==> src/rtl/trace_capture_buffer.sv <==
// trace_capture_buffer: arms on a PC trigger, then records {pc, alu_result} per commit
// into a circular FIFO that a reader drains over a first-word-fall-through valid/ready port.
module trace_capture_buffer #(
    parameter int XLEN  = 32,
    parameter int DEPTH = 16,
    parameter int AW    = 4
) (
    input  logic            clk,
    input  logic            reset,
    input  logic [XLEN-1:0] pc_out,
    input  logic [XLEN-1:0] alu_result,
    input  logic            commit_valid,
    input  logic            arm,
    input  logic            trig_en,
    input  logic [XLEN-1:0] trig_pc,
    input  logic            stop_on_full,
    input  logic            rd_ready,
    output logic            rd_valid,
    output logic [XLEN-1:0] rd_pc,
    output logic [XLEN-1:0] rd_alu,
    output logic [AW:0]     count,
    output logic [1:0]      state,
    output logic            overflow
);
    typedef enum logic [1:0] {IDLE, ARMED, CAPTURE, FROZEN} state_t;

    state_t            state_q, state_d;
    logic [AW-1:0]     wr_ptr_q, rd_ptr_q;
    logic [AW:0]       count_q, count_d;
    logic              overflow_q;
    logic [2*XLEN-1:0] mem [DEPTH];
    logic              trig_hit, push_req, full, push, pop, drop;

    // arm wins over a trigger arriving in the same cycle
    assign trig_hit = state_q == ARMED && commit_valid && !arm && (!trig_en || pc_out == trig_pc);
    assign push_req = commit_valid && (state_q == CAPTURE || trig_hit);
    assign full     = count_q == (AW+1)'(DEPTH);
    assign pop      = count_q != '0 && rd_ready;
    assign push     = push_req && (!full || pop);
    assign drop     = push_req && full && !pop;
    assign count_d  = count_q + (AW+1)'(push) - (AW+1)'(pop);

    always_ff @(posedge clk) begin
        if (reset) begin
            state_q    <= IDLE;
            wr_ptr_q   <= '0;
            rd_ptr_q   <= '0;
            count_q    <= '0;
            overflow_q <= 1'b0;
        end else begin
            state_q    <= state_d;
            wr_ptr_q   <= wr_ptr_q + AW'(push);
            rd_ptr_q   <= rd_ptr_q + AW'(pop);
            count_q    <= count_d;
            overflow_q <= arm ? 1'b0 : (overflow_q || drop);
        end
    end

    always_ff @(posedge clk) begin
        if (push) mem[wr_ptr_q] <= {pc_out, alu_result};
    end

    always_comb begin
        state_d = state_q;
        if (arm)
            state_d = ARMED;
        else if (state_q == CAPTURE || trig_hit)
            state_d = (push && stop_on_full && count_d == (AW+1)'(DEPTH)) ? FROZEN : CAPTURE;
    end

    always_comb begin
        state    = state_q;
        rd_valid = count_q != '0;
        count    = count_q;
        overflow = overflow_q;
        {rd_pc, rd_alu} = mem[rd_ptr_q];
    end
endmodule

==> config.mk <==
export PLATFORM = sky130hd
export DESIGN_NAME = trace_capture_buffer
export DESIGN_NICKNAME = d
export VERILOG_FILES = /design/src/rtl/trace_capture_buffer.sv
export SDC_FILE = /design/constraint.sdc
export NUM_CORES = 1
export LEC_CHECK = 0
export ABC_AREA = 0
export BUFFER_PORTS_ARGS = -buffer_cell sky130_fd_sc_hd__buf_2
export CELL_PAD_IN_SITES_DETAIL_PLACEMENT = 1
export CELL_PAD_IN_SITES_GLOBAL_PLACEMENT = 2
export CORE_MARGIN = 2
export CORE_UTILIZATION = 54
export CTS_CLUSTER_DIAMETER = 40
export CTS_CLUSTER_SIZE = 12
export DETAILED_ROUTE_END_ITERATION = 6
export HOLD_SLACK_MARGIN = 0.15
export PLACE_DENSITY_LB_ADDON = 0.3
export SLEW_MARGIN = 15
export SYNTH_ARGS = -nofsm -noshare
export SYNTH_HDL_FRONTEND = slang
export SYNTH_SLANG_ARGS = --single-unit
==> constraint.sdc <==
create_clock -name clk -period 21.8 [get_ports clk]
set_input_delay 4.36 -clock clk [delete_from_list [all_inputs] [get_ports clk]]
set_output_delay 4.36 -clock clk [all_outputs]
set_load 0.02 [all_outputs]
==> impl_metrics.yaml <==
clock_network:
  cts_tree: "done"
  cts-root-buf: "clkbuf_16"
  cts_setup_buffers: 0
  clkSlewWorstSetupHoldPaths_ns: 0.05
  cts_sinks: 1040
  cts_resized: 0
  clk_latency_ns: 0.71
  htreeDepth: 4
  numCtsBuffers: 137
  cts_buffer_depth: 3
  postCtsHoldBufs: 0
layout:
  multi_input_area_um2: 8299
  nFillCells: 5718
  final_core_util: 0.6382
  nets: 1970
  final_cell_mix: "1024 x edfxtp_1, 320 x mux4_2, 175 x buf_2"
  seqCellArea_um2: 31080
  final_common_cell: "edfxtp_1"
  area_growth_pct: 17.18
  drive_gt1_frac: 0.3986
yosys:
  syn_area_um2: 39670
  synthArstFlopShare: 0
  yosys.cell_types.count: 38
  syn_inst: 1574
  synth_ff_type: "edfxtp_1"
  synth_edf_count: 1024
  synth_top_area_frac: 0.7751
  postSynthAreaPerCell_um2: 25.20
  yosysWarnings: 0
  yosysTopAreaCell: "edfxtp_1"
  synthTopCellsByArea: "edfxtp_1 78%, mux4_2 18%, dfxtp_1 0.81%"
  ys_ff_latch: 1040
  synth_nets: 1688
  seq_area_frac_synth: 0.7832
routing:
  wl_per_cell_um: 32.51
  drt_wl_total_mm: 95.06
  first_pass_iters: 5
  drt-initial-drc-count: 1807
  postRouteAntennaNets: 0
  drc: 0
  viasPerCell: 6.313
  vias: 18460
timing:
  final.setup.tns_ns: 0
  hold_viol: 0
  finalClockSkew_ns: 0.02831
  fmax_ghz: 0.1109
  timing.slew.headroom: 0.2815
  setup_violations: 0
  period_needed_ns: 9.018
  max_slew.worst_pin.slew_ns: 1.078
  slew_violations: 0
  holdWs_ns: 0.5028
  fin_ws_ns: 12.78
  post-route-period-util: 0.4137
  rsz0062_at_grt: "false"
die:
  die_area_um2: 75650
  fp.dieH_um: 275.0
  num_rows: 99
  initial_core_util: 0.5446
  die_x_um: 275.0
  core_um2: 72830
  boundaryPins: 176
placement:
  dp_hpwl_mm: 48.26
  place_ws_ns: 12.72
  numPortBuffers: 175
  gp_congestion: 0.7171
grt:
  grt_max_degree: 174
  antenna_found_initial: 8
  gr-total-overflow: 0
  grt_pass1_vias: 20131
  grt_pass1_wl_mm: 139.0
  gr-usage-all-layers: 0.2607
min_path:
  hp-start: "overflow"
  holdPathStages: 2
  hold_path_class: "reg2reg"
  min_to: "overflow"
worst_setup_path:
  cp-start-kind: "flip-flop"
  worstReg2RegStart: "count[2]"
  critPathKind: "reg2out"
  cp-end-kind: "primary output"
  arrival_ns: 4.66
  r2r-end: "mem[1][7]"
  rrSetupSlack_ns: 17.73
  worstPathRequired_ns: 17.44
  rr_worst_depth: 7
  path_max_fanout: 49
power_and_ir_drop:
  p_leak_nw: 14.60
  power.density_nw_per_um2: 114.2
  finalPower_mw: 5.307
  ir_drop_v: 0.00009599
run_status:
  status: "finished, final reports clean"
flow_run:
  maxCapViolCount: 0
## report_power, final
group	total [mW]	switching, mW	internal, mW	leakage, nW
combinational	0.821	0.406	0.415	3.04
sequential	2.23	0.0266	2.21	9.34
clock	2.25	0.851	1.40	2.22
## per-layer routing
metal,GRT usage,part of all wire,vias to the layer above
met3,0.05333,0.068,182
li1,-,-,7453
met2,0.4277,0.51,799
met5,0,0.00062,-
met4,0.08734,0.025,10
met1,0.3551,0.39,10016
## through the flow
step | instances | cell area (um^2)
after global routing | 2923 | 46480
final | 2924 | 46490
after detailed placement | 2675 | 41830
after CTS | 2920 | 46450
after floorplan | 1574 | 39670
after global placement | 2675 | 41830
## area by class of cell
type,count,area share
diodes,3,0.0001615
clock buffers,154,0.07787
clock inverters,91,0.02153
inverters,6,0.0004845
multi-input cells,452,0.1785
flip-flops and latches,1040,0.6687
well taps,959,0.02581
repair buffers,219,0.02692
## worst max-delay path by stage
stage               slack [ns]        start         end  depth (start not counted)
floorplan                 9.12  trig_pc[27]   mem[8][0]                          6
global placement         12.84    pc_out[1]    state[0]                         17
detailed placement       12.72    pc_out[1]    state[0]                         17
CTS                      12.58  rd_ptr_q[0]  rd_alu[18]                          5
global route             12.35  rd_ptr_q[0]  rd_alu[18]                          5
finish                   12.78  rd_ptr_q[0]  rd_alu[18]                          5
## flip-flops by register name, summed over array words and instances, names as in the netlist
register and cells:
mem 1024, count 5, rd_ptr_q 4, wr_ptr_q 4
state 2, overflow 1
## synthesized netlist by cell type, types with 2 or more instances
cell and count:
inv_1 6, or2_2 3, dfxtp_1 16, nand3_1 3, nor2b_1 6, nor2_1 17, buf_4 14, edfxtp_1 1024
nand2b_1 4, nand2_1 5, buf_2 17, nand4b_1 3, xnor2_1 5, buf_6 3, nand4_1 2, buf_1 15
xor2_1 35, nor4_1 19, mux4_2 320, ha_1 10, nor3_1 2, or4_1 2, clkbuf_1 27, a21oi_1 2
## critical path, stage by stage (launching register included)
cell     delay [ns]
dfxtp_4        0.82
buf_4          0.89
buf_4          0.82
mux4_2         0.61
mux4_2         0.54
buf_2          0.19
## kinds of logic (layout without fill, tap and decap cells)
family,count (synthesis),in the layout,share of synthesized area
XOR/XNOR,40,40,0.008831
AO/OA/AOI/OAI,9,9,0.002019
multiplexers,320,320,0.1817
buffers and inverters,82,470,0.01019
AND/OR/NAND/NOR,72,72,0.01041
other,0,3,0
flip-flops,1040,1040,0.7832
adder cells (fa/ha/maj),11,11,0.003659
(Power assumes the default switching activity.)
